===== config.mk =====
export PLATFORM = sky130hd
export DESIGN_NAME = registro_palavras_flat
export DESIGN_NICKNAME = d
export VERILOG_FILES = /design/src/rtl/registro_palavras_if.sv /design/src/rtl/registro_palavras.sv /design/src/flat_wrapper.sv
export SDC_FILE = /design/constraint.sdc
export NUM_CORES = 1
export LEC_CHECK = 0
export ABC_AREA = 1
export CAP_MARGIN = 20
export CORE_AREA = 4 4 72 74
export DETAILED_ROUTE_END_ITERATION = 7
export DIE_AREA = 0 0 76 78
export SLEW_MARGIN = 25
export SYNTH_ARGS = -nofsm -noshare
export SYNTH_HDL_FRONTEND = slang
export SYNTH_SLANG_ARGS = --single-unit

===== constraint.sdc =====
create_clock -name clk -period 2.7 [get_ports clk]
set_input_delay 0.27 -clock clk [delete_from_list [all_inputs] [get_ports clk]]
set_output_delay 0.27 -clock clk [all_outputs]
set_load 0.02 [all_outputs]

===== src/rtl/registro_palavras_if.sv =====
// Bus between the word identifier / host side and registro_palavras.
// The identifier drives fim/tipo, the host drives le/limpa and reads the rest.
interface registro_palavras_if #(
    parameter int PROF      = 4,
    parameter int LARG_CONT = 4
);
    localparam int LARG_OCUP = $clog2(PROF) + 1;

    logic                 fim;
    logic [1:0]           tipo;
    logic                 le;
    logic                 limpa;
    logic [1:0]           palavra;
    logic                 valido;
    logic [LARG_OCUP-1:0] ocupacao;
    logic [LARG_CONT-1:0] cont0;
    logic [LARG_CONT-1:0] cont1;
    logic [LARG_CONT-1:0] cont2;
    logic [LARG_CONT-1:0] cont3;
    logic                 estouro;

    modport master (
        output fim, tipo, le, limpa,
        input  palavra, valido, ocupacao, cont0, cont1, cont2, cont3, estouro
    );

    modport slave (
        input  fim, tipo, le, limpa,
        output palavra, valido, ocupacao, cont0, cont1, cont2, cont3, estouro
    );
endinterface


===== src/rtl/registro_palavras.sv =====
// Captures one word type per rising edge of fim into a fall-through FIFO,
// keeps saturating per-type counts and a sticky overflow flag.
module registro_palavras #(
    parameter int PROF      = 4,
    parameter int LARG_CONT = 4
) (
    input  logic               clk,
    input  logic               reset,
    registro_palavras_if.slave bus
);
    localparam int LARG_PTR  = $clog2(PROF);
    localparam int LARG_OCUP = LARG_PTR + 1;
    localparam logic [LARG_OCUP-1:0] OCUP_CHEIA = LARG_OCUP'(PROF);
    localparam logic [LARG_CONT-1:0] CONT_MAX   = '1;

    logic                      fim_r_reg;
    logic [LARG_PTR-1:0]       wr_ptr_reg;
    logic [LARG_PTR-1:0]       rd_ptr_reg;
    logic [LARG_OCUP-1:0]      ocup_reg;
    logic [1:0]                mem_reg [PROF];
    logic                      estouro_reg;
    logic [3:0][LARG_CONT-1:0] cont_val;

    logic captura;
    logic pop;
    logic cheia;
    logic escreve;
    logic descarta;

    // fim_r resets high so a fim already asserted at reset release is ignored.
    assign captura  = bus.fim & ~fim_r_reg;
    assign pop      = bus.le & (ocup_reg != '0);
    assign cheia    = (ocup_reg == OCUP_CHEIA);
    assign escreve  = captura & (~cheia | pop) & ~bus.limpa;
    assign descarta = captura & cheia & ~pop;

    always_ff @(posedge clk or negedge reset) begin
        if (!reset) begin
            fim_r_reg <= 1'b1;
        end else begin
            fim_r_reg <= bus.fim;
        end
    end

    always_ff @(posedge clk or negedge reset) begin
        if (!reset) begin
            wr_ptr_reg  <= '0;
            rd_ptr_reg  <= '0;
            ocup_reg    <= '0;
            estouro_reg <= 1'b0;
        end else if (bus.limpa) begin
            wr_ptr_reg  <= '0;
            rd_ptr_reg  <= '0;
            ocup_reg    <= '0;
            estouro_reg <= 1'b0;
        end else begin
            if (escreve) wr_ptr_reg <= wr_ptr_reg + 1'b1;
            if (pop)     rd_ptr_reg <= rd_ptr_reg + 1'b1;
            case ({escreve, pop})
                2'b10:   ocup_reg <= ocup_reg + 1'b1;
                2'b01:   ocup_reg <= ocup_reg - 1'b1;
                default: ocup_reg <= ocup_reg;
            endcase
            if (descarta) estouro_reg <= 1'b1;
        end
    end

    // Storage is reset so the fall-through output is never X.
    always_ff @(posedge clk or negedge reset) begin
        if (!reset) begin
            for (int i = 0; i < PROF; i++) mem_reg[i] <= '0;
        end else if (escreve) begin
            mem_reg[wr_ptr_reg] <= bus.tipo;
        end
    end

    genvar gi;
    generate
        for (gi = 0; gi < 4; gi++) begin : g_cont
            logic [LARG_CONT-1:0] cont_reg;

            // Counts every captured word, including ones dropped by a full FIFO.
            always_ff @(posedge clk or negedge reset) begin
                if (!reset) begin
                    cont_reg <= '0;
                end else if (bus.limpa) begin
                    cont_reg <= '0;
                end else if (captura && (bus.tipo == 2'(gi)) && (cont_reg != CONT_MAX)) begin
                    cont_reg <= cont_reg + 1'b1;
                end
            end

            assign cont_val[gi] = cont_reg;
        end
    endgenerate

    assign bus.palavra  = mem_reg[rd_ptr_reg];
    assign bus.valido   = (ocup_reg != '0);
    assign bus.ocupacao = ocup_reg;
    assign bus.cont0    = cont_val[0];
    assign bus.cont1    = cont_val[1];
    assign bus.cont2    = cont_val[2];
    assign bus.cont3    = cont_val[3];
    assign bus.estouro  = estouro_reg;
endmodule


===== src/flat_wrapper.sv =====
// flat-port wrapper written by rule: the top's interface ports become plain ports
module registro_palavras_flat 
#(
    parameter int PROF      = 4,
    parameter int LARG_CONT = 4
)
  (clk, reset, bus_fim, bus_tipo, bus_le, bus_limpa, bus_palavra, bus_valido, bus_ocupacao, bus_cont0, bus_cont1, bus_cont2, bus_cont3, bus_estouro);
  registro_palavras_if #(.PROF(PROF), .LARG_CONT(LARG_CONT)) bus_i ();
  input  logic clk;
  input  logic reset;
  input wire logic [$bits(bus_i.fim)-1:0] bus_fim;
  input wire logic [$bits(bus_i.tipo)-1:0] bus_tipo;
  input wire logic [$bits(bus_i.le)-1:0] bus_le;
  input wire logic [$bits(bus_i.limpa)-1:0] bus_limpa;
  output wire logic [$bits(bus_i.palavra)-1:0] bus_palavra;
  output wire logic [$bits(bus_i.valido)-1:0] bus_valido;
  output wire logic [$bits(bus_i.ocupacao)-1:0] bus_ocupacao;
  output wire logic [$bits(bus_i.cont0)-1:0] bus_cont0;
  output wire logic [$bits(bus_i.cont1)-1:0] bus_cont1;
  output wire logic [$bits(bus_i.cont2)-1:0] bus_cont2;
  output wire logic [$bits(bus_i.cont3)-1:0] bus_cont3;
  output wire logic [$bits(bus_i.estouro)-1:0] bus_estouro;
  assign bus_i.fim = bus_fim;
  assign bus_i.tipo = bus_tipo;
  assign bus_i.le = bus_le;
  assign bus_i.limpa = bus_limpa;
  assign bus_palavra = bus_i.palavra;
  assign bus_valido = bus_i.valido;
  assign bus_ocupacao = bus_i.ocupacao;
  assign bus_cont0 = bus_i.cont0;
  assign bus_cont1 = bus_i.cont1;
  assign bus_cont2 = bus_i.cont2;
  assign bus_cont3 = bus_i.cont3;
  assign bus_estouro = bus_i.estouro;
  registro_palavras #(.PROF(PROF), .LARG_CONT(LARG_CONT)) u_core (.clk(clk), .reset(reset), .bus(bus_i));
endmodule

==> impl_metrics.sql, run 1 <==
INSERT INTO impl_metrics (metric_group, metric, value, unit) VALUES
('synth', 'post_syn_nets', '203', ''),
('clocking', 'cts_resized', '0', ''),
('detailed_routing', 'postRouteAntennaNets', '0', ''),
('timing', 'fin_worst_hold_slack', '0.392', 'ns'),
('floorplan', 'core_area', '4600', 'sq um'),
('synth', 'post_synthesis_register_bit_count', '33', ''),
('job', 'drv_cap', '0', ''),
('synth', 'synth.avg_cell_area', '9.59', 'sq um'),
('synth', 'synth_flop_cell', 'dfrtp_1', ''),
('synth', 'number_of_warnings_issued_by_yosys', '0', ''),
('power_and_ir_drop', 'share_comb_of_total_power', '31.9', '%'),
('global_route', 'antenna_found_initial', '0', ''),
('floorplan', 'overall_die_height', '78', 'um'),
('global_route', 'vias_in_the_first_global_route', '1394', ''),
('global_route', 'grt_max_degree', '34', ''),
('detailed_routing', 'via_count', '1365', ''),
('floorplan', 'rows', '25', ''),
('setup_path', 'worst_path_max_delay_cell', 'clkdlybuf4s50_1', ''),
('setup_path', 'timing.critical_path.from_type', 'flip-flop', ''),
('timing', 'setup_total_negative_slack', '0', 'ns'),
('power_and_ir_drop', 'vdd_ir_drop_max', '0.233', 'mV'),
('final_layout', 'antennaDiodeCount', '0', ''),
('clocking', 'ctsHtreeMaxLevel', '2', ''),
('place', 'numPortBuffers', '29', ''),
('outcome', 'run_status', 'finished, final reports clean', ''),
('setup_path', 'cp.arrival', '1.73', 'ns'),
('global_route', 'grt_first_pass_wirelength', '6.57', 'mm'),
('setup_path', 'crit_chain', 'inv_1 > o21ai_0 > o22ai_1 > clkdlybuf4s50_1', ''),
('synth', 'synth.distinct_cells', '30', ''),
('synth', 'yosys.area.top_type', 'dfrtp_1', ''),
('synth', 'yosys.cell_count.top_type', 'dfrtp_1', ''),
('floorplan', 'chipWidth', '76', 'um'),
('power_and_ir_drop', 'power.leakage', '1.00', 'nW'),
('synth', 'synth_area', '1790', 'sq um'),
('detailed_routing', 'detail_route.first_pass.iterations', '4', ''),
('global_route', 'overall_fraction_of_global_route_tracks_in_use', '13.6', '%'),
('detailed_routing', 'wl_per_cell', '12.9', 'um'),
('timing', 'finalSetupViolations', '0', ''),
('setup_path', 'crit_family', 'buffers and inverters', ''),
('timing', 'report.final.hold_viol_count', '0', ''),
('place', 'routabilityCongestion', '0.759', ''),
('clocking', 'clock_insertion_delay_worst_skew', '0.28', 'ns'),
('detailed_routing', 'post-route-drc-count', '0', ''),
('timing', 'clock-skew-final', '0.00194', 'ns'),
('setup_path', 'critical_path_peak_fanout', '6', ''),
('power_and_ir_drop', 'pwr-share-seq', '40.5', '%'),
('global_route', 'grt_remaining_overflow', '0', ''),
('clocking', 'clock-sinks', '33', ''),
('synth', 'ys_top_cells_by_count', 'dfrtp_1 (32), nand2_1 (25), nand3_1 (19)', ''),
('final_layout', 'post_route_cells_drive_above_1_share', '17.3', '%'),
('clocking', 'cts.clk_slew.worst_paths', '0.07', 'ns'),
('synth', 'post_synth_inst_count', '187', ''),
('place', 'dp_hpwl', '2.57', 'mm'),
('final_layout', 'fillers', '446', ''),
('detailed_routing', 'routed_wirelength', '3.60', 'mm'),
('timing', 'final.min_clock_period', '2.00', 'ns'),
('timing', 'max-slew-margin-rel', '71.2', '%'),
('detailed_routing', 'viasPerCell', '4.89', ''),
('final_layout', 'largest_reg_flops', '8', ''),
('synth', 'synth_top_area_share', '44.6', '%'),
('detailed_routing', 'number_of_violations_reported_at_the_end_of_detailed_routing_iteration_0', '43', ''),
('timing', 'tightestPinTransition', '0.432', 'ns'),
('timing', 'achievable-frequency', '0.500', 'GHz'),
('hold_path', 'holdCritPathClass', 'input port to asynchronous set/reset pin', ''),
('timing', 'grt_setup_unrepaired', 'no', ''),
('timing', 'slew_viol_final', '0', ''),
('power_and_ir_drop', 'pwr_density_cell', '665', 'nW/um^2'),
('setup_path', 'crit_buf_inv', '2', ''),
('setup_path', 'worstSetupEndpointType', 'output pin', ''),
('clocking', 'holdBufCountCts', '0', ''),
('clocking', 'cts.repair_timing.setup_buffer_count', '0', '');
==> final cells by class <==
cell class	instances	area, sq um	share of cell area [%]
multi-input combinational	131	876	38.7
sequential	33	827	36.5
timing repair buffer	32	313	13.8
clock buffer	7	96.3	4.25
inverter	21	80.1	3.54
tap	54	67.6	2.98
clock inverter	1	5.00	0.221
==> metrics by stage <==
step           instance area [sq um]  std cells  util (%)  power (mW)  setup WS [ns]
2_1_floorplan                   1790        187         -       0.924          0.628
3_3_place_gp                    2160        271      47.0        1.10          0.424
3_5_place_dp                    2160        271      47.0        1.11          0.394
4_1_cts                         2260        279      49.3        1.53          0.694
5_1_grt                         2260        279      49.3        1.61          0.564
6_report                        2260        279      49.3        1.51          0.699
==> per-layer routing <==
layer	up-vias	routed length, um	global-route usage [%]
met5	-	0	0
met4	0	56	4.80
met3	8	143	4.41
met2	23	1650	20.5
met1	633	1750	18.3
li1	701	-	-
==> cells by family (layout without fill, tap and decap cells) <==
kind of cell	after synthesis	after routing	synth area share [%]
AOI/OAI and AO/OA	32	32	11.2
buffers and inverters	23	61	5.09
and+or+nand+nor	80	80	26.0
xor gates and xnor gates	10	10	4.88
DFF	33	33	46.1
adders and majority gates	9	9	6.69
==> power groups by stage <==
stage | Sequential [mW] | Clock [mW] | Combinational, mW
5_1_grt | 0.622 | 0.452 | 0.532
3_5_place_dp | 0.621 | 0 | 0.485
4_1_cts | 0.612 | 0.426 | 0.487
2_1_floorplan | 0.638 | 0 | 0.286
3_3_place_gp | 0.620 | 0 | 0.484
6_report | 0.610 | 0.416 | 0.480
==> worst reg2reg max path, stage by stage, from the launching register on <==
cell	delay, ns
dfrtp_1	0.42
nor2_1	0.19
nand2_1	0.10
nand2_2	0.11
inv_2	0.07
nand2_4	0.08
inv_1	0.05
fa_1	0.37
xnor2_1	0.20
inv_1	0.06
nand2_1	0.06
nand2_1	0.04
nand3_1	0.06
nand2_1	0.05
==> placed cells by master (no fill, tap or decap), types with 2 or more instances in the layout <==
| cell | count |
|---|---|
| o21ai_0 | 6 |
| nand2_1 | 25 |
| clkbuf_8 | 7 |
| nor2_1 | 15 |
| a211oi_1 | 3 |
| clkdlybuf4s50_1 | 29 |
| buf_4 | 3 |
| dfrtp_1 | 32 |
| a21oi_1 | 2 |
| o21ai_1 | 10 |
| inv_2 | 5 |
| o22ai_1 | 2 |
| o31ai_1 | 4 |
| inv_1 | 15 |
| ha_1 | 8 |
| nand3_1 | 19 |
| o21ai_2 | 3 |
| nand4_4 | 4 |
| xor2_1 | 5 |
| nor3_1 | 4 |
| xnor2_1 | 5 |
| clkinv_2 | 2 |
| nand2_4 | 2 |
| nand2_2 | 8 |
==> path summary, 6_finish.rpt <==
path                                         from                     end  slack (ns)  cells past startpoint
setup / recovery             u_core.rd_ptr_reg[0]          bus_palavra[0]        0.70                      4
min in group clk                          bus_fim        u_core.fim_r_reg        0.42                      1
hold / removal                              reset       u_core.mem_reg[5]        0.39                      2
setup reg to reg           u_core.bus.ocupacao[0]  u_core.bus.ocupacao[2]        0.73                     13
hold reg to reg                u_core.bus.estouro      u_core.bus.estouro        0.49                      1
max in group asynchronous                   reset        u_core.fim_r_reg        1.97                      2
Power figures use the tool's default switching activity.
==> inputs of run 2 (changes only) <==
Clock period 2.7 ns to 2.01 ns, I/O delays scaled along.
==> impl_metrics.sql, run 2 (synthesis results as in run 1) <==
INSERT INTO impl_metrics (metric_group, metric, value, unit) VALUES
('detailed_routing', 'post-route-drc-count', '0', ''),
('setup_path', 'worstSetupEndpointType', 'flip-flop', ''),
('setup_path', 'setup.worst_path.end', 'u_core.bus.ocupacao[2]', ''),
('floorplan', 'core_area', '4600', 'sq um'),
('timing', 'tightestPinTransition', '0.426', 'ns'),
('global_route', 'overall_fraction_of_global_route_tracks_in_use', '13.4', '%'),
('timing', 'max-slew-margin-rel', '71.6', '%'),
('clocking', 'tritoncts.num_buffers', '5', ''),
('setup_path', 'timing.critical_path.from_type', 'flip-flop', ''),
('power_and_ir_drop', 'pwr_density_cell', '866', 'nW/um^2'),
('floorplan', 'chipWidth', '76', 'um'),
('place', 'numPortBuffers', '29', ''),
('timing', 'achievable-frequency', '0.546', 'GHz'),
('floorplan', 'rows', '25', ''),
('setup_path', 'worst_r2r_startpoint', 'u_core.bus.ocupacao[0]', ''),
('timing', 'clock-skew-final', '0.00321', 'ns'),
('clocking', 'holdBufCountCts', '0', ''),
('clocking', 'clock_insertion_delay_worst_skew', '0.28', 'ns'),
('timing', 'report.final.hold_viol_count', '0', ''),
('place', 'routabilityCongestion', '0.757', ''),
('place', 'dp_hpwl', '2.71', 'mm'),
('detailed_routing', 'routed_wirelength', '3.67', 'mm'),
('clocking', 'cts.clk_slew.worst_paths', '0.06', 'ns'),
('floorplan', 'design.die.area', '5930', 'sq um'),
('global_route', 'antenna_found_initial', '0', ''),
('detailed_routing', 'postRouteAntennaNets', '0', ''),
('clocking', 'ctsHtreeMaxLevel', '2', ''),
('detailed_routing', 'via_count', '1389', ''),
('timing', 'grt_setup_unrepaired', 'no', ''),
('outcome', 'run_status', 'finished, final reports clean', ''),
('setup_path', 'critical_path_peak_fanout', '3', ''),
('floorplan', 'overall_die_height', '78', 'um'),
('final_layout', 'antennaDiodeCount', '0', ''),
('final_layout', 'layout.cells.most_common', 'dfrtp_1', ''),
('final_layout', 'most-common-layout-cells', 'dfrtp_1 (32), clkdlybuf4s50_1 (27), nand2_1 (24)', ''),
('power_and_ir_drop', 'power.leakage', '1.04', 'nW'),
('place', 'place_worst_setup_slack', '-0.0132', 'ns'),
('setup_path', 'startpoint', 'u_core.bus.ocupacao[0]', ''),
('setup_path', 'worstPathRequired', '2.18', 'ns'),
('final_layout', 'post_route_cells_drive_above_1_share', '19.0', '%'),
('timing', 'final.min_clock_period', '1.83', 'ns'),
('global_route', 'vias_in_the_first_global_route', '1405', ''),
('floorplan', 'number_of_i_o_pins', '30', ''),
('power_and_ir_drop', 'finalPower', '1.99', 'mW'),
('detailed_routing', 'number_of_violations_reported_at_the_end_of_detailed_routing_iteration_0', '74', ''),
('timing', 'slew_viol_final', '0', ''),
('clocking', 'clock-sinks', '33', ''),
('setup_path', 'crit-reg2reg-capture', 'u_core.bus.ocupacao[2]', ''),
('timing', 'final_min_period_over_clock_period', '91.1', '%'),
('global_route', 'grt_first_pass_wirelength', '6.50', 'mm'),
('setup_path', 'r2r.worst_path.cells', '13', ''),
('final_layout', 'flow.area_growth_from_synthesis', '28.1', '%'),
('final_layout', 'layout.nets', '246', ''),
('timing', 'finalSetupViolations', '0', ''),
('detailed_routing', 'detail_route.first_pass.iterations', '4', ''),
('detailed_routing', 'wl_per_cell', '12.9', 'um'),
('final_layout', 'largest_reg_flops', '8', ''),
('global_route', 'grt_remaining_overflow', '0', ''),
('power_and_ir_drop', 'vdd_ir_drop_max', '0.289', 'mV'),
('global_route', 'grt_max_degree', '34', ''),
('timing', 'setup_total_negative_slack', '0', 'ns'),
('setup_path', 'setup.reg_to_reg.worst_slack', '0.18', 'ns'),
('clocking', 'cts_tree', 'yes', ''),
('setup_path', 'critical_path_class', 'flip-flop to flip-flop', ''),
('hold_path', 'holdCritPathClass', 'input port to asynchronous set/reset pin', ''),
('detailed_routing', 'viasPerCell', '4.87', ''),
('clocking', 'clock_path_buffers', '2', ''),
('timing', 'worst_path_setup_slack_after_routing', '0.178', 'ns'),
('setup_path', 'cp.arrival', '2.00', 'ns'),
('floorplan', 'initial_utilization', '39.0', '%'),
('job', 'drv_cap', '0', ''),
('clocking', 'clk_root_buffer_cell', 'clkbuf_8', '');
## run 2: changes by cell type in the layout (fill, tap and decap cells not counted)
| cell | change |
|---|---|
| clkbuf_1 | +3 |
| nand2_2 | +1 |
| clkinv_2 | -1 |
| dlymetal6s2s_1 | +2 |
| clkdlybuf4s50_1 | -2 |
| nor2_2 | +1 |
| buf_4 | +6 |
| clkbuf_8 | -2 |
| nor2_1 | -1 |
| nand2_1 | -1 |
## run 2: area by class of cell
class | instances | area (sq um)
Clock buffer | 8 | 80.1
Timing Repair Buffer | 38 | 363
Multi-Input combinational cell | 131 | 881
Tap cell | 54 | 67.6
Fill cell | 450 | 2300
Inverter | 21 | 80.1
Sequential cell | 33 | 827
## run 2: what timing repair did
| item | in CTS | in global routing |
|---|---|---|
| gates resized for setup | 0 | 2 |
| buffers inserted | 0 | 0 |
| setup endpoints to repair | 0 | 2 |
## run 2: worst min-delay path by stage
stage               slack, ns                   to  cells after the start               from
global placement         0.47    u_core.mem_reg[3]                      2  u_core.mem_reg[3]
CTS                      0.34  u_core.bus.cont3[1]                      2              reset
floorplan               -0.09  u_core.bus.cont0[0]                      0              reset
global route             0.35     u_core.fim_r_reg                      1            bus_fim
detailed placement       0.47    u_core.mem_reg[3]                      2  u_core.mem_reg[3]
finish                   0.33    u_core.mem_reg[1]                      2              reset
## run 2: worst max-delay path, cell delays in order (launching register included)
cell	delay, ns
dfrtp_1	0.39
nor2_2	0.16
nand2_2	0.07
nand2_2	0.10
inv_2	0.07
nand2_4	0.06
inv_1	0.04
fa_1	0.37
xnor2_1	0.20
inv_1	0.05
nand2_1	0.06
nand2_1	0.05
nand3_1	0.06
nand2_1	0.04
## run 2: report_power, final
part           total [mW]  switching (mW)  leakage, nW  internal, mW
Sequential          0.814          0.0675        0.445         0.746
Combinational       0.704           0.393        0.555         0.311
Clock               0.472           0.226       0.0395         0.246
## run 2: through the flow
step	hold slack, ns	util, %	instance area [sq um]	cells
global route	0.355	50.0	2300	285
global placement	0.471	48.1	2210	277
CTS	0.335	49.9	2290	285
floorplan	-0.0946	-	1800	187
detailed placement	0.473	48.1	2210	277
finish	0.325	50.0	2300	285
## run 2: layer usage
metal,GRT usage [%],part of all wire [%]
met1,18.2,49
met2,20.5,45
met3,3.83,4.0
met4,4.27,1.4
met5,0,0
==> inputs of run 3 (changes only) <==
Settings changed: MAX_ROUTING_LAYER from default to met4.
==> results of run 3 <==
The final DEF is identical to that of run 2; final timing and power are the same.
Main changes from that run: final weighted congestion in routability-driven placement 0.757 -> 0.767; overall routing resource usage 13.4% -> 13.8%; violation count after the first detailed-route iteration 74 -> 79
